===== src/rtl/vga_pkg.sv =====
// Shared types and timing helpers for the VGA raster generator.
// Defaults describe 640x480 at a 25 MHz pixel tick.
package vga_pkg;

   typedef struct packed {
      logic hs;
      logic vs;
      logic da;
      logic line_start;
      logic frame_start;
   } vga_ctl_t;

   localparam int DEF_WIDTH     = 32'sd640;
   localparam int DEF_HEIGHT    = 32'sd480;
   localparam int DEF_HFRONT    = 32'sd16;
   localparam int DEF_HSYNC     = 32'sd96;
   localparam int DEF_HBACK     = 32'sd48;
   localparam int DEF_VFRONT    = 32'sd10;
   localparam int DEF_VSYNC     = 32'sd2;
   localparam int DEF_VBACK     = 32'sd33;
   localparam int DEF_TILE_LOG2 = 32'sd5;
   localparam int DEF_LAT       = 32'sd1;

   function automatic int calc_total(input int vis, input int front, input int sync, input int back);
      return vis + front + sync + back;
   endfunction

   // Tiles per row, rounding a partial tile at the right edge up.
   function automatic int calc_cols(input int width, input int tile_log2);
      return (width + (32'sd1 <<< tile_log2) - 32'sd1) >>> tile_log2;
   endfunction

endpackage


===== src/rtl/vga_timing_gen_if.sv =====
// Pixel-tick input and raster/pin outputs of the VGA timing generator.
interface vga_timing_gen_if #(
   parameter int ADDR_W = 32
);
   logic              en;
   logic [ADDR_W-1:0] vaddr;
   logic              vga_HS;
   logic              vga_VS;
   logic              vga_DA;
   logic [11:0]       px_x;
   logic [11:0]       px_y;
   logic              line_start;
   logic              frame_start;

   modport master (
      input  en,
      output vaddr, vga_HS, vga_VS, vga_DA, px_x, px_y, line_start, frame_start
   );

   modport slave (
      output en,
      input  vaddr, vga_HS, vga_VS, vga_DA, px_x, px_y, line_start, frame_start
   );
endinterface


===== src/rtl/vga_delay_line.sv =====
// En-gated shift register of control bits; the output stage drops its
// strobes on idle ticks so a pulse never outlives the tick that produced it.
module vga_delay_line
   import vga_pkg::*;
#(
   parameter int DEPTH = 2
) (
   input  logic     clk,
   input  logic     reset,
   input  logic     en_i,
   input  vga_ctl_t rst_val_i,
   input  vga_ctl_t d_i,
   output vga_ctl_t q_o
);

   if (DEPTH < 32'sd1) begin : g_bad_depth
      $error("vga_delay_line: DEPTH must be at least 1");
   end

   vga_ctl_t stage_q [DEPTH];
   vga_ctl_t stage_d [DEPTH];
   vga_ctl_t src_s   [DEPTH];

   // Source of each stage: the input for stage 0, the previous stage otherwise.
   always_comb begin
      src_s[0] = d_i;
      for (int i = 1; i < DEPTH; i++) begin
         src_s[i] = stage_q[i-1];
      end
   end

   // Shift on en; hold otherwise, with the output strobes forced low.
   always_comb begin
      for (int i = 0; i < DEPTH; i++) begin
         if (en_i) begin
            stage_d[i] = src_s[i];
         end else begin
            stage_d[i] = stage_q[i];
         end
      end
      stage_d[DEPTH-1].line_start  = stage_d[DEPTH-1].line_start  & en_i;
      stage_d[DEPTH-1].frame_start = stage_d[DEPTH-1].frame_start & en_i;
   end

   // Stage registers.
   always_ff @(posedge clk) begin
      for (int i = 0; i < DEPTH; i++) begin
         if (reset) begin
            stage_q[i] <= rst_val_i;
         end else begin
            stage_q[i] <= stage_d[i];
         end
      end
   end

   assign q_o = stage_q[DEPTH-1];

endmodule


===== src/rtl/vga_timing_gen.sv =====
// Parametrised VGA raster generator: X/Y counters, tile address for the
// video RAM, and sync/blank/strobe bits delayed to meet the returned data.
module vga_timing_gen
   import vga_pkg::*;
#(
   parameter int          WIDTH     = DEF_WIDTH,
   parameter int          HEIGHT    = DEF_HEIGHT,
   parameter int          HFRONT    = DEF_HFRONT,
   parameter int          HSYNC     = DEF_HSYNC,
   parameter int          HBACK     = DEF_HBACK,
   parameter bit          HPULSEN   = 1'b1,
   parameter int          VFRONT    = DEF_VFRONT,
   parameter int          VSYNC     = DEF_VSYNC,
   parameter int          VBACK     = DEF_VBACK,
   parameter bit          VPULSEN   = 1'b1,
   parameter int          TILE_LOG2 = DEF_TILE_LOG2,
   parameter int          LAT       = DEF_LAT,
   parameter int unsigned BASE      = 32'd0,
   parameter int          ADDR_W    = 32
) (
   input logic              clk,
   input logic              reset,
   vga_timing_gen_if.master bus
);

   localparam int HTOTAL = calc_total(WIDTH, HFRONT, HSYNC, HBACK);
   localparam int VTOTAL = calc_total(HEIGHT, VFRONT, VSYNC, VBACK);
   localparam int COLS   = calc_cols(WIDTH, TILE_LOG2);

   localparam logic [11:0] H_LAST = 12'(HTOTAL - 32'sd1);
   localparam logic [11:0] V_LAST = 12'(VTOTAL - 32'sd1);
   localparam logic [11:0] H_VIS  = 12'(WIDTH);
   localparam logic [11:0] V_VIS  = 12'(HEIGHT);
   localparam logic [11:0] H_SS   = 12'(WIDTH + HFRONT);
   localparam logic [11:0] H_SE   = 12'(WIDTH + HFRONT + HSYNC);
   localparam logic [11:0] V_SS   = 12'(HEIGHT + VFRONT);
   localparam logic [11:0] V_SE   = 12'(HEIGHT + VFRONT + VSYNC);

   localparam vga_ctl_t CTL_IDLE = '{hs: HPULSEN, vs: VPULSEN, da: 1'b0,
                                     line_start: 1'b0, frame_start: 1'b0};

   if (TILE_LOG2 < 32'sd0 || TILE_LOG2 > 32'sd6) begin : g_bad_tile
      $error("vga_timing_gen: TILE_LOG2 must be in 0..6");
   end
   if (LAT < 32'sd0 || LAT > 32'sd4) begin : g_bad_lat
      $error("vga_timing_gen: LAT must be in 0..4");
   end
   if (HFRONT < 32'sd1 || HSYNC < 32'sd1 || HBACK < 32'sd1 ||
       VFRONT < 32'sd1 || VSYNC < 32'sd1 || VBACK < 32'sd1) begin : g_bad_porch
      $error("vga_timing_gen: porch and sync widths must be at least 1");
   end
   if (HTOTAL > 32'sd4096 || VTOTAL > 32'sd4096) begin : g_bad_total
      $error("vga_timing_gen: totals must fit the 12-bit counters");
   end

   logic [11:0]       cnt_x_q, cnt_x_d;
   logic [11:0]       cnt_y_q, cnt_y_d;
   logic [11:0]       px_x_q,  px_x_d;
   logic [11:0]       px_y_q,  px_y_d;
   logic [ADDR_W-1:0] vaddr_q, vaddr_d;
   logic [ADDR_W-1:0] row_s, col_s, tile_addr_s;
   logic              x_last_s, y_last_s;
   vga_ctl_t          ctl_raw_s;
   vga_ctl_t          ctl_out_s;

   // Raster counters: X wraps after HTOTAL ticks and carries into Y.
   always_comb begin
      x_last_s = (cnt_x_q == H_LAST);
      y_last_s = (cnt_y_q == V_LAST);
      cnt_x_d  = cnt_x_q;
      cnt_y_d  = cnt_y_q;
      if (bus.en) begin
         if (x_last_s) begin
            cnt_x_d = 12'd0;
            if (y_last_s) begin
               cnt_y_d = 12'd0;
            end else begin
               cnt_y_d = cnt_y_q + 12'd1;
            end
         end else begin
            cnt_x_d = cnt_x_q + 12'd1;
         end
      end else begin
         cnt_x_d = cnt_x_q;
         cnt_y_d = cnt_y_q;
      end
   end

   // Stage 0: position and tile word address, unclamped outside the visible area.
   always_comb begin
      row_s       = ADDR_W'(cnt_y_q >> TILE_LOG2);
      col_s       = ADDR_W'(cnt_x_q >> TILE_LOG2);
      tile_addr_s = ADDR_W'(BASE) + row_s * ADDR_W'(COLS) + col_s;
      if (bus.en) begin
         px_x_d  = cnt_x_q;
         px_y_d  = cnt_y_q;
         vaddr_d = tile_addr_s;
      end else begin
         px_x_d  = px_x_q;
         px_y_d  = px_y_q;
         vaddr_d = vaddr_q;
      end
   end

   // Pin-level control bits for the same raster position, polarity applied.
   always_comb begin
      ctl_raw_s.hs          = ((cnt_x_q >= H_SS) && (cnt_x_q < H_SE)) ^ HPULSEN;
      ctl_raw_s.vs          = ((cnt_y_q >= V_SS) && (cnt_y_q < V_SE)) ^ VPULSEN;
      ctl_raw_s.da          = (cnt_x_q < H_VIS) && (cnt_y_q < V_VIS);
      ctl_raw_s.line_start  = (cnt_x_q == 12'd0);
      ctl_raw_s.frame_start = (cnt_x_q == 12'd0) && (cnt_y_q == 12'd0);
   end

   // Counter and stage-0 registers.
   always_ff @(posedge clk) begin
      if (reset) begin
         cnt_x_q <= 12'd0;
         cnt_y_q <= 12'd0;
         px_x_q  <= 12'd0;
         px_y_q  <= 12'd0;
         vaddr_q <= ADDR_W'(BASE);
      end else begin
         cnt_x_q <= cnt_x_d;
         cnt_y_q <= cnt_y_d;
         px_x_q  <= px_x_d;
         px_y_q  <= px_y_d;
         vaddr_q <= vaddr_d;
      end
   end

   // LAT+1 stages so the pins trail vaddr by exactly LAT ticks.
   vga_delay_line #(
      .DEPTH (LAT + 32'sd1)
   ) u_delay (
      .clk       (clk),
      .reset     (reset),
      .en_i      (bus.en),
      .rst_val_i (CTL_IDLE),
      .d_i       (ctl_raw_s),
      .q_o       (ctl_out_s)
   );

   assign bus.vaddr       = vaddr_q;
   assign bus.px_x        = px_x_q;
   assign bus.px_y        = px_y_q;
   assign bus.vga_HS      = ctl_out_s.hs;
   assign bus.vga_VS      = ctl_out_s.vs;
   assign bus.vga_DA      = ctl_out_s.da;
   assign bus.line_start  = ctl_out_s.line_start;
   assign bus.frame_start = ctl_out_s.frame_start;

endmodule


===== src/flat_wrapper.sv =====
// flat-port wrapper written by rule: the top's interface ports become plain ports
module vga_timing_gen_flat import vga_pkg::*;
#(
   parameter int          WIDTH     = DEF_WIDTH,
   parameter int          HEIGHT    = DEF_HEIGHT,
   parameter int          HFRONT    = DEF_HFRONT,
   parameter int          HSYNC     = DEF_HSYNC,
   parameter int          HBACK     = DEF_HBACK,
   parameter bit          HPULSEN   = 1'b1,
   parameter int          VFRONT    = DEF_VFRONT,
   parameter int          VSYNC     = DEF_VSYNC,
   parameter int          VBACK     = DEF_VBACK,
   parameter bit          VPULSEN   = 1'b1,
   parameter int          TILE_LOG2 = DEF_TILE_LOG2,
   parameter int          LAT       = DEF_LAT,
   parameter int unsigned BASE      = 32'd0,
   parameter int          ADDR_W    = 32
)
  (clk, reset, bus_en, bus_vaddr, bus_vga_HS, bus_vga_VS, bus_vga_DA, bus_px_x, bus_px_y, bus_line_start, bus_frame_start);
  vga_timing_gen_if #(.ADDR_W(ADDR_W)) bus_i ();
  input logic clk;
  input logic reset;
  input wire logic [$bits(bus_i.en)-1:0] bus_en;
  output wire logic [$bits(bus_i.vaddr)-1:0] bus_vaddr;
  output wire logic [$bits(bus_i.vga_HS)-1:0] bus_vga_HS;
  output wire logic [$bits(bus_i.vga_VS)-1:0] bus_vga_VS;
  output wire logic [$bits(bus_i.vga_DA)-1:0] bus_vga_DA;
  output wire logic [$bits(bus_i.px_x)-1:0] bus_px_x;
  output wire logic [$bits(bus_i.px_y)-1:0] bus_px_y;
  output wire logic [$bits(bus_i.line_start)-1:0] bus_line_start;
  output wire logic [$bits(bus_i.frame_start)-1:0] bus_frame_start;
  assign bus_i.en = bus_en;
  assign bus_vaddr = bus_i.vaddr;
  assign bus_vga_HS = bus_i.vga_HS;
  assign bus_vga_VS = bus_i.vga_VS;
  assign bus_vga_DA = bus_i.vga_DA;
  assign bus_px_x = bus_i.px_x;
  assign bus_px_y = bus_i.px_y;
  assign bus_line_start = bus_i.line_start;
  assign bus_frame_start = bus_i.frame_start;
  vga_timing_gen #(.WIDTH(WIDTH), .HEIGHT(HEIGHT), .HFRONT(HFRONT), .HSYNC(HSYNC), .HBACK(HBACK), .HPULSEN(HPULSEN), .VFRONT(VFRONT), .VSYNC(VSYNC), .VBACK(VBACK), .VPULSEN(VPULSEN), .TILE_LOG2(TILE_LOG2), .LAT(LAT), .BASE(BASE), .ADDR_W(ADDR_W)) u_core (.clk(clk), .reset(reset), .bus(bus_i));
endmodule

===== config.mk =====
export PLATFORM = sky130hd
export DESIGN_NAME = vga_timing_gen_flat
export DESIGN_NICKNAME = d
export VERILOG_FILES = /design/src/rtl/vga_pkg.sv /design/src/rtl/vga_timing_gen_if.sv /design/src/rtl/vga_delay_line.sv /design/src/rtl/vga_timing_gen.sv /design/src/flat_wrapper.sv
export SDC_FILE = /design/constraint.sdc
export NUM_CORES = 1
export LEC_CHECK = 0
export BUFFER_PORTS_ARGS = -buffer_cell sky130_fd_sc_hd__buf_2
export CORE_ASPECT_RATIO = 0.7
export CORE_MARGIN = 1
export CORE_UTILIZATION = 40
export CTS_BUF_LIST = sky130_fd_sc_hd__clkbuf_4 sky130_fd_sc_hd__clkbuf_8
export CTS_CLUSTER_DIAMETER = 50
export DETAILED_ROUTE_END_ITERATION = 8
export SLEW_MARGIN = 20
export SYNTH_ARGS = -nofsm -noshare
export SYNTH_HDL_FRONTEND = slang
export SYNTH_HIERARCHICAL = 1
export SYNTH_SLANG_ARGS = --single-unit

===== constraint.sdc =====
create_clock -name clk -period 7 [get_ports clk]
set_clock_uncertainty 0.15 [all_clocks]
set_input_delay 1.4 -clock clk [delete_from_list [all_inputs] [get_ports clk]]
set_output_delay 1.4 -clock clk [all_outputs]
set_load 0.005 [all_outputs]

* Yosys cells after proc, flatten, opt, wreduce, memory -nomap -nowiden *
Memory sizes are Yosys's and may differ from the RTL's.
Cells that the tools add are included.

operators by class
  add/sub/neg operators = 3
  eq/ne operators = 2
  $lt $le $gt $ge = 6
  multiplexer cells = 9
  multipliers = 1
  bitwise logic cells = 6
  reduce and logical (&&, ||, !) cells = 7

operator list
  kind                                                    count
  adder 32 x 7 -> 32 bit                                  1
  adder 12 x 1 -> 12 bit (second input constant)          2
  == test 12 x 10 -> 1 bit (second input constant)        2
  zero test 12 bit                                        2
  < comparator 12 x 10 -> 1 bit (second input constant)   2
  < comparator 12 x 9 -> 1 bit (second input constant)    2
  2-to-1 mux 12 bit                                       2
  2-to-1 mux 5 bit                                        4
  >= comparator 12 x 10 -> 1 bit (second input constant)  1
  >= comparator 12 x 9 -> 1 bit (second input constant)   1
  multiplier 7 x 3 -> 10 bit (second input constant)      1
  logical AND 1 bit                                       4
  2-to-1 mux 1 bit                                        3
  AND 1 bit                                               2
  NOT 1 bit                                               2
  OR 1 bit                                                2
  AND reduction 2 bit                                     1

word-level totals
  bits in writable memories = 10
  register bits = 80
  output and inout bits = 61
  memories = 1
  word-level logic and storage cells = 40

memory list
  name                    words  bits a word  rd ports  clocked after Yosys merged registers in  wr ports  line                  source
  u_core.u_delay.stage_q  2      5            2         0                                        2         vga_delay_line.sv:20  vga_ctl_t stage_q [DEPTH];

* Depth between registers and ports, before layout *
Gate-level depths: netlist of run 1.

  depth in word-level cells = 5
  mapped depth = 9
  depth with buffers taken out = 9

* By module *
The synthesis of run 1 kept the hierarchy.

by module, submodules not included
  module          area each (um^2)  seq. area each (um^2)  times used  cells each
  vga_timing_gen  3141.8            1181.1                 1           350
  vga_delay_line  426.7             280.3                  1           23

* Least setup slack after synthesis of run 1 *
OpenSTA, ideal clock, no wires.

  path type = input to register
  start point = input bus_en
  end point = register u_core.cnt_y_q[11]
  arrival time = 2594 ps
  data required time = 6722 ps
  cell stages on the path = 7
  slack = 4129 ps
  buffers on the path = 2
  cell sequence = clkbuf_1 > and2_1 > and4_1 > clkbuf_1 > nand4_1 > xnor2_1 > nor2_1

on the way
  cells in the longest elaborated chain, start to end = 1

RTL lines
  item                                  line                   source
  from (decl)                           flat_wrapper.sv:23     input wire logic [$bits(bus_i.en)-1:0] bus_en;
  AND reduction 2 bit (no source line)  -
  to (signal assigned)                  vga_timing_gen.sv:124  cnt_y_q <= cnt_y_d;
  to (decl)                             vga_timing_gen.sv:57   logic [11:0] cnt_y_q, cnt_y_d;

No other way between the ends.
A chain may end at the register's enable or synchronous reset.

* Final worst setup path of run 1 *
  start point = input bus_en
  end point = register u_core.cnt_y_q[3]

Same word-level chain as after synthesis.

==> metrics.csv, run 1 <==
stage;metric;value;unit
cells_and_area;Area growth syn-to-layout;12.1;%
power;PwrDens;190;mW/mm²
worst_setup_path;WP data required;7.08;ns
placement;IO buf count;44;
timing;final hold vios;0;
synth;Syn Std Cell Area;0.00357;mm²
min_path;Hold Path Origin;u_core/u_delay/stage_q[0][1];
worst_setup_path;Startpoint Class;input port;
min_path;hold path depth;1;
cts;number of H-tree levels;3;
worst_setup_path;FF-to-FF path depth;9;
timing;max-slew violations;0;
cells_and_area;FF/Latch Area;0.00146;mm²
cts;Clock Latency Late Sink;0.35;ns
timing;fmax;0.308;GHz
timing;RSZ-0062 raised after global routing;false;
worst_setup_path;FF-to-FF Start;u_core/cnt_y_q[6];
worst_setup_path;Critical Path Fanout Max;44;
synth;top-count cell post-synth;dfxtp_1;
cts;CTS tree;yes;
timing;hold slack;0.323;ns
route;Top Metal Used;met4;
cts;Clk pin slew, worst setup/hold paths;0.07;ns
worst_setup_path;worst stage delay on the critical path;0.47;ns
power;PnR Total Power;759;µW
cts;Resize count post-CTS;0;
route;met1 WL;3770;µm
synth;Yosys warning count;6;
synth;ys flop type;dfxtp_1;
synth;Post-synth EDFFs;8;
route;Routed met2 length;2920;µm
synth;Synth async-reset ratio;0;%
placement;DPL Wire Length;4890;µm
global_route;GR Overflow Total;0;
cells_and_area;fill cell count;849;
worst_setup_path;crit-path leading delay family;simple AND/OR/NAND/NOR gates;
timing;Slew @ Worst Pin;1.04;ns
cts;clk sinks;69;
synth;Mapped Avg Cell Area;9.57;µm²
worst_setup_path;crit end category;flop;
min_path;Worst Hold Endpoint;u_core/u_delay/stage_q[1][1];
synth;Post-Syn Instances;373;
synth;Synth area leaders;dfxtp_1 34%, mux2i_1 7.6%, ha_1 7.0%, edfxtp_1 6.7%, nor2_1 6.1%;
die;Die Ht;81.0;µm
worst_setup_path;Crit Reg-Reg Endpoint;u_core/bus.vaddr[10];
die;I/O pins;64;
route;total number of vias;2627;
route;DRT antenna net count;0;
synth;top cell type by total area after synthesis;dfxtp_1;
global_route;initial antenna violation count;0;
die;row cnt;28;
timing;Slew headroom;30.4;%
die;Die X;115;µm
cts;Post-CTS Hold Buffers;0;
worst_setup_path;Worst R2R Setup Slack;3.86;ns
power;peak supply drop;0.114;mV
flow_run;maximum capacitance violations;0;
route;WL met3;393;µm
timing;Tcrit/Tclk final;46.3;%
route;Vias per Instance;4.84;
worst_setup_path;Crit path arrival time;3.32;ns
min_path;HP Class;reg2reg;
die;Starting Density;41.7;%
synth;Synth top cells by count;61 x dfxtp_1, 58 x nor2_1, 27 x mux2i_1, 21 x buf_4, 20 x ha_1;
synth;synth unique cells;55;
placement;routability congestion estimate;0.828;
outcome;status;finished, final reports clean;
timing;Final setup viols;0;
route;number of DRC markers in iteration 0;181;
timing;final setup TNS;0;ns
route;routed wire length;7140;µm
power;Leakage;1.86;nW
global_route;number of global-route vias before repair;2348;
die;core area;0.00855;mm²
synth;sequential element share of the synthesized area;41.0;%
route;drt pass-1 iters;4;
route;Avg WL per Cell;13.1;µm
cts;clock tree root buffer cell;clkbuf_8;
synth;Yosys reg bits;69;
synth;area fraction of the dominant cell type after synthesis;34.2;%
timing;setup slack after layout;3.76;ns
cells_and_area;area of the multi-input gates;0.00193;mm²
worst_setup_path;Worst path slowest cell;buf_4;
die;die area;0.00931;mm²
cells_and_area;ANT cells;0;
route;drt drc;0;
cts;total CTS buffers;9;
cts;Longest Clk Path Bufs;2;
cells_and_area;fraction of layout instances using a drive strength above 1;17.7;%
worst_setup_path;crit path buf inv count;2;
placement;Setup WS pre-CTS;3.41;ns
worst_setup_path;worst path cell trace;buf_2, buf_4, and2_1, and4_1, a41o_1, nor2_1;
global_route;first-pass GRT wire length;11800;µm
timing;Period minus WS final;3.24;ns
cells_and_area;Final #Nets;443;
global_route;largest net degree at the start of global routing;54;
cts;setup bufs post-CTS;0;
global_route;GRT Total Usage;16.7;%
worst_setup_path;critical path class;in2reg;
-- worst max-delay path by stage --
stage	start	end	slack (ns)	depth (start not counted)
4_1_cts	bus_en	u_core/cnt_y_q[3]	3.79	6
3_3_place_gp	bus_en	u_core/cnt_y_q[2]	3.46	6
2_1_floorplan	bus_en	u_core/cnt_y_q[11]	4.13	7
6_report	bus_en	u_core/cnt_y_q[3]	3.76	6
5_1_grt	bus_en	u_core/cnt_y_q[3]	3.60	6
3_5_place_dp	bus_en	u_core/cnt_y_q[9]	3.41	6
-- metrics by stage --
| step | utilization (%) | area (µm²) | cells |
|---|---|---|---|
| detailed placement | 44.6 | 3810 | 527 |
| global route | 46.8 | 4000 | 543 |
| global placement | 44.6 | 3810 | 527 |
| floorplan | - | 3670 | 400 |
| finish | 46.8 | 4000 | 543 |
| CTS | 46.8 | 4000 | 543 |
-- power by group --
| part | internal (mW) | switching, mW | leakage [nW] |
|---|---|---|---|
| sequential | 0.409 | 0.00328 | 0.573 |
| clock | 0.164 | 0.142 | 0.101 |
| combinational | 0.0167 | 0.0239 | 1.18 |
-- state kept, by name (all words and copies together), names as in the netlist --
name and cells:
u_core/bus.px_x 12, u_core/bus.px_y 12, u_core/bus.vaddr 11, u_core/cnt_x_q 12
u_core/cnt_y_q 12, u_core/u_delay/stage_q 10
-- placed cells by master, fill, tap and decap left out, drive strengths merged, types with 2 or more instances in the layout --
master and count:
nor3b 4, or3 3, and4 5, a22o 5
and3 5, nor3 6, mux2 5, nand4 14
conb 29, a21oi 10, xor2 16, a21o 3
nor2b 7, xnor2 8, a211oi 5, fa 2
nor2 58, and2 3, nand3 5, nand2b 2
o21ai 7, inv 11, nand2 10, buf 45
or2 3, edfxtp 8, a311oi 2, nor4 4
mux2i 27, ha 20, a22oi 2, clkbuf 15
dfxtp 61
-- cell families (layout without fill, tap and decap cells) --
kind of cell / Yosys count / in the layout / share of synthesized area (%)
xor gates and xnor gates: 24 / 24 / 5.89
DFF: 69 / 69 / 41.0
muxes: 32 / 32 / 9.57
other: 2 / 29 / 0.210
adders and majority gates: 22 / 22 / 8.13
buffers and inverters: 49 / 72 / 7.68
and+or+nand+nor: 130 / 130 / 18.4
AOI/OAI and AO/OA: 45 / 45 / 9.12
-- area by class of cell --
cell class	instances	area share, %
multi-input cells	282	48.3
flip-flops and latches	69	36.5
repair buffers	45	5.69
clock buffers	15	4.53
well taps	120	3.75
inverters	11	1.03
clock inverters	1	0.125
-- layer usage --
metal | vias up | track usage [%]
met5 | - | 0
met4 | 0 | 6.23
met3 | 5 | 5.37
met2 | 59 | 23.6
met1 | 1214 | 23.6
li1 | 1349 | -
No activity file was read; power rests on OpenSTA's default activity.
==> run 2, diff against run 1 <==
- clock period: 7 -> 3.35 ns (I/O delays scaled with it)
==> run 2 against run 1 <==
Effect of this change:
- count of clock-buffer cells in the layout is 2 lower
- critical path depth is 3 higher
- non-clock buffer count is 4 higher
- die area is the same
- total power up 130%
- worst setup slack worse by 3.5 ns
- critical path type is now reg2reg
- largest cell class unchanged
- largest power group unchanged
==> metrics.csv, run 2 (same netlist as run 1, synthesis figures left out) <==
stage;metric;value;unit;change
global_route;largest net degree at the start of global routing;43;;was 54
cts;total CTS buffers;9;;unchanged
route;drt drc;0;;unchanged
cells_and_area;Area growth syn-to-layout;14.6;%;was 12.1%
cts;Longest Clk Path Bufs;2;;unchanged
cts;CTS tree;yes;;unchanged
outcome;status;finished, final reports clean;;unchanged
power;peak supply drop;0.246;mV;was 0.114 mV
global_route;GR Overflow Total;0;;unchanged
cts;Resize count post-CTS;0;;unchanged
global_route;initial antenna violation count;0;;unchanged
power;PwrDens;430;mW/mm²;was 190 mW/mm²
cells_and_area;fill cell count;851;;was 849
worst_setup_path;FF-to-FF path depth;9;;unchanged
power;Leakage;1.90;nW;was 1.86 nW
min_path;hold path depth;1;;unchanged
cts;clock tree root buffer cell;clkbuf_8;;unchanged
power;clock power share;46.1;%;was 40.3%
timing;RSZ-0062 raised after global routing;false;;unchanged
timing;fmax;0.321;GHz;
timing;final setup TNS;0;ns;unchanged
route;Vias per Instance;4.90;;was 4.84
timing;Tcrit/Tclk final;93.1;%;
cts;Clock Latency Late Sink;0.35;ns;about the same
worst_setup_path;crit end category;flop;;unchanged
die;Die X;115;µm;unchanged
cells_and_area;most frequent cells in the layout;61 x dfxtp_1, 58 x nor2_1, 44 x buf_2;;unchanged
timing;Slew @ Worst Pin;0.613;ns;was 1.04 ns
route;drt pass-1 iters;4;;unchanged
global_route;GRT Total Usage;17.5;%;was 16.7%
die;Starting Density;41.7;%;unchanged
power;Reg power frac;49.0;%;was 54.3%
power;Comb power frac;4.9;%;was 5.4%
cells_and_area;fraction of layout instances using a drive strength above 1;18.5;%;was 17.7%
cts;clk sinks;69;;unchanged
timing;setup slack after layout;0.231;ns;was 3.76 ns
cts;Post-CTS Hold Buffers;0;;unchanged
worst_setup_path;Crit Reg-Reg Endpoint;u_core/bus.vaddr[10];;unchanged
global_route;first-pass GRT wire length;12300;µm;was 11800 µm
cts;number of H-tree levels;3;;unchanged
placement;DPL Wire Length;5240;µm;was 4890 µm
timing;Period minus WS final;3.12;ns;
worst_setup_path;Startpoint Class;flop;;was input port
min_path;Worst Hold Endpoint;u_core/u_delay/stage_q[1][1];;unchanged
power;PnR Total Power;1.76;mW;was 759 µW
timing;Final setup viols;0;;unchanged
placement;IO buf count;44;;unchanged
placement;Setup WS pre-CTS;0.256;ns;was 3.41 ns
worst_setup_path;Critical Path Fanout Max;6;;was 44
timing;max-slew violations;0;;unchanged
die;row cnt;28;;unchanged
min_path;Hold Path Origin;u_core/u_delay/stage_q[0][1];;unchanged
placement;routability congestion estimate;0.803;;was 0.828
cells_and_area;Final #Nets;447;;was 443
power;switching share of power;21.0;%;was 22.4%
min_path;HP Class;reg2reg;;unchanged
route;DRT antenna net count;0;;unchanged
global_route;number of global-route vias before repair;2444;;was 2348
cells_and_area;ANT cells;0;;unchanged
cells_and_area;FF/Latch Area;0.00146;mm²;unchanged
worst_setup_path;Crit path arrival time;3.22;ns;was 3.32 ns
cts;Clk pin slew, worst setup/hold paths;0.08;ns;was 0.07 ns
worst_setup_path;critical path class;reg2reg;;was in2reg
die;Die Ht;81.0;µm;unchanged
route;Avg WL per Cell;13.5;µm;was 13.1 µm
power;Sw Pwr;368;µW;was 170 µW
die;I/O pins;64;;unchanged
timing;Slew headroom;59.2;%;was 30.4%
worst_setup_path;FF-to-FF Start;u_core/cnt_y_q[8];;was u_core/cnt_y_q[6]
worst_setup_path;WP data required;3.45;ns;was 7.08 ns
cts;setup bufs post-CTS;0;;unchanged
route;routed wire length;7400;µm;was 7140 µm
cells_and_area;area of the multi-input gates;0.00193;mm²;unchanged
cells_and_area;commonest non-fill, non-tap cell in the layout;dfxtp_1;;unchanged
power;P_int;1.39;mW;was 589 µW
die;die area;0.00931;mm²;unchanged
timing;final hold vios;0;;unchanged
route;total number of vias;2678;;was 2627
worst_setup_path;Worst R2R Setup Slack;0.23;ns;was 3.86 ns
die;core area;0.00855;mm²;unchanged
route;number of DRC markers in iteration 0;166;;was 181
flow_run;maximum capacitance violations;0;;unchanged
## run 2: area by class of cell
class	instances	share of cell area (%)
multi-input combinational	282	47.3
sequential	69	35.7
timing repair buffer	49	6.30
clock buffer	13	4.38
tap	120	3.67
clock inverter	3	1.59
inverter	11	1.01
## run 2: power by group through the flow
stage	Sequential, mW	Combinational [mW]	Clock, mW
2_1_floorplan	0.880	0.0786	0
3_3_place_gp	0.879	0.0857	0
3_5_place_dp	0.880	0.0868	0
4_1_cts	0.861	0.0871	0.832
5_1_grt	0.862	0.0971	0.863
6_report	0.861	0.0863	0.810
## run 2: critical path: stages, from the launching register on
cell	delay, ns
dfxtp_1	0.46
ha_1	0.29
ha_1	0.23
fa_1	0.46
ha_1	0.34
o21a_1	0.13
o31a_1	0.15
o21ai_1	0.12
or4_1	0.42
a311oi_1	0.27
## run 2: per-stage QoR
stage                     std cells  instance area, µm²  hold WS, ns  util [%]
final                           547                4090        0.328      47.8
after detailed placement        531                3840        0.307      45.0
after floorplan                 400                3670        0.292         -
after global placement          531                3840        0.308      45.0
after CTS                       547                4090        0.332      47.8
after global routing            547                4090        0.344      47.8
## run 2: worst max path at each step
stage                                end  cells after the start               from
global route        u_core/bus.vaddr[10]                      9  u_core/cnt_y_q[6]
floorplan           u_core/bus.vaddr[10]                      9  u_core/cnt_y_q[6]
global placement    u_core/bus.vaddr[10]                      9  u_core/cnt_y_q[8]
detailed placement  u_core/bus.vaddr[10]                      9  u_core/cnt_y_q[8]
finish              u_core/bus.vaddr[10]                      9  u_core/cnt_y_q[8]
CTS                 u_core/bus.vaddr[10]                      9  u_core/cnt_y_q[8]
## run 2: per-layer routing
layer | global-route usage [%] | wire, µm
met1 | 25.4 | 3910
met2 | 24.2 | 3050
met3 | 5.07 | 386
met4 | 6.88 | 55
met5 | 0 | 0
==> run 3, diff against run 2 <==
- BUFFER_PORTS_ARGS: -buffer_cell sky130_fd_sc_hd__buf_2 -> not set
- DONT_BUFFER_PORTS: not set -> 1
==> run 3 against run 2 <==
Effect of this change:
- sequential power is essentially flat
- design area down 5.2%
- via count is 6.0% lower
- non-clock buffer count down 46
- routed wire length down 2.4%
- utilization decreased by 2.5 points
- worst hold slack lost 0.10 ns
- first-iteration DRC count is 21% lower
- register-to-register slack gained 0.02 ns
- count of clock-buffer cells in the layout down 3
- worst setup slack better by 0.022 ns
==> metrics.csv, run 3 (same netlist as run 1, synthesis figures left out) <==
stage;metric;value;unit;change
cells_and_area;Final #Nets;401;;was 447
cts;CTS tree;yes;;unchanged
power;PwrDens;469;mW/mm²;was 430 mW/mm²
worst_setup_path;worst path cell trace;ha_1, ha_1, fa_1, ha_1, o21a_1, o31a_1, o21ai_1, or4_1, a311oi_1;;unchanged
cts;Clock Latency Late Sink;0.36;ns;was 0.35 ns
cts;Longest Clk Path Bufs;2;;unchanged
worst_setup_path;critical path class;reg2reg;;unchanged
global_route;number of global-route vias before repair;2392;;was 2444
outcome;status;finished, final reports clean;;unchanged
route;number of DRC markers in iteration 0;131;;was 166
timing;hold slack;0.227;ns;was 0.328 ns
global_route;GR Overflow Total;0;;unchanged
die;Starting Density;41.7;%;unchanged
cells_and_area;commonest non-fill, non-tap cell in the layout;dfxtp_1;;unchanged
cells_and_area;Final Non-Filler Cells;501;;was 547
cts;number of H-tree levels;3;;unchanged
worst_setup_path;Most Frequent Cell on Critical Path;ha_1;;unchanged
cells_and_area;fill cell count;856;;was 851
power;peak supply drop;0.232;mV;was 0.246 mV
cts;Resize count post-CTS;0;;unchanged
die;I/O pins;64;;unchanged
die;Die X;115;µm;unchanged
die;row cnt;28;;unchanged
cts;setup bufs post-CTS;0;;unchanged
placement;DPL Wire Length;4960;µm;was 5240 µm
cells_and_area;Area growth syn-to-layout;8.59;%;was 14.6%
cells_and_area;FF/Latch Area;0.00146;mm²;unchanged
min_path;HP Class;in2reg;;was reg2reg
power;Leakage;1.67;nW;was 1.90 nW
route;drt drc;0;;unchanged
route;Avg WL per Cell;14.4;µm;was 13.5 µm
timing;Tcrit/Tclk final;92.4;%;was 93.1%
placement;Inst Count DP;485;;was 531
worst_setup_path;FF-to-FF path depth;9;;unchanged
worst_setup_path;worst stage delay on the critical path;0.46;ns;about the same
worst_setup_path;WP data required;3.46;ns;was 3.45 ns
placement;IO buf count;0;;was 44
worst_setup_path;Crit path arrival time;3.20;ns;was 3.22 ns
flow_run;maximum capacitance violations;0;;unchanged
cells_and_area;ANT cells;0;;unchanged
cts;clock tree root buffer cell;clkbuf_8;;unchanged
worst_setup_path;Startpoint Class;flop;;unchanged
global_route;largest net degree at the start of global routing;54;;was 43
cts;clk sinks;69;;unchanged
worst_setup_path;Worst path slowest cell;dfxtp_1;;unchanged
route;Vias per Instance;5.02;;was 4.90
timing;Period minus WS final;3.10;ns;was 3.12 ns
route;DRT antenna net count;0;;unchanged
cells_and_area;area of the multi-input gates;0.00193;mm²;unchanged
timing;final setup TNS;0;ns;unchanged
die;Die Ht;81.0;µm;unchanged
cells_and_area;fraction of layout instances using a drive strength above 1;8.66;%;was 18.5%
worst_setup_path;crit end category;flop;;unchanged
timing;RSZ-0062 raised after global routing;false;;unchanged
global_route;first-pass GRT wire length;12100;µm;was 12300 µm
cts;Post-CTS Hold Buffers;0;;unchanged
timing;fmax;0.323;GHz;was 0.321 GHz
timing;Final setup viols;0;;unchanged
cts;Clk pin slew, worst setup/hold paths;0.08;ns;about the same
global_route;initial antenna violation count;0;;unchanged
cts;total CTS buffers;9;;unchanged
die;core area;0.00855;mm²;unchanged
placement;routability congestion estimate;0.802;;was 0.803
die;die area;0.00931;mm²;unchanged
route;total number of vias;2516;;was 2678
timing;final hold vios;0;;unchanged
min_path;hold path depth;1;;unchanged
route;drt pass-1 iters;4;;unchanged
cells_and_area;most frequent cells in the layout;61 x dfxtp_1, 58 x nor2_1, 29 x conb_1;;was 61 x dfxtp_1, 58 x nor2_1, 44 x buf_2
global_route;GRT Total Usage;17.4;%;was 17.5%
route;routed wire length;7230;µm;was 7400 µm
timing;max-slew violations;0;;unchanged
worst_setup_path;Critical Path Fanout Max;8;;was 6
## run 3: cell count changes in the layout (fill, tap and decap cells not counted), sizes merged
cell and delta:
buf -46, clkinv -1, inv +1, clkinvlp +1, clkbuf -3, bufinv +2
## run 3: final cells by class
| class | instances | share of cell area [%] |
|---|---|---|
| Clock buffer | 10 | 3.39 |
| Clock inverter | 6 | 3.45 |
| Inverter | 11 | 1.07 |
| Multi-Input combinational cell | 282 | 49.9 |
| Sequential cell | 69 | 37.7 |
| Tap cell | 120 | 3.87 |
| Timing Repair Buffer | 3 | 0.581 |
## run 3: final timing paths
path                           startpoint                      endpoint  slack (ns)
max                     u_core/cnt_y_q[6]          u_core/bus.vaddr[10]        0.25
min                                 reset            u_core/bus.px_x[6]        0.23
max reg2reg             u_core/cnt_y_q[6]          u_core/bus.vaddr[10]        0.25
min reg2reg  u_core/u_delay/stage_q[0][0]  u_core/u_delay/stage_q[1][0]        0.32
## run 3: where the power goes
part	internal, mW	switching (mW)
Sequential	0.854	0.00941
Clock	0.578	0.323
Combinational	0.0265	0.0243
## run 3: critical path: cells and delay by family, from the launching register on
family	cells	cell delay, ns
compound gates	4	0.65
fa+ha+maj	4	1.32
flops	1	0.46
simple gates	1	0.42
## run 3: metrics by stage
stage / instance area, µm² / setup WS (ns) / power [mW] / util, %
floorplan: 3670 / 0.524 / 0.959 / -
detailed placement: 3610 / 0.280 / 0.933 / 42.2
finish: 3870 / 0.253 / 1.82 / 45.3
global route: 3870 / 0.0390 / 1.89 / 45.3
CTS: 3870 / 0.259 / 1.84 / 45.3
global placement: 3610 / 0.398 / 0.932 / 42.2
## run 3: per-layer routing
layer | vias up | routed length [µm] | track usage, %
li1 | 1269 | - | -
met1 | 1179 | 3650 | 22.9
met2 | 59 | 2980 | 25.5
met3 | 9 | 475 | 6.04
met5 | - | 0 | 0
met4 | 0 | 119 | 8.18
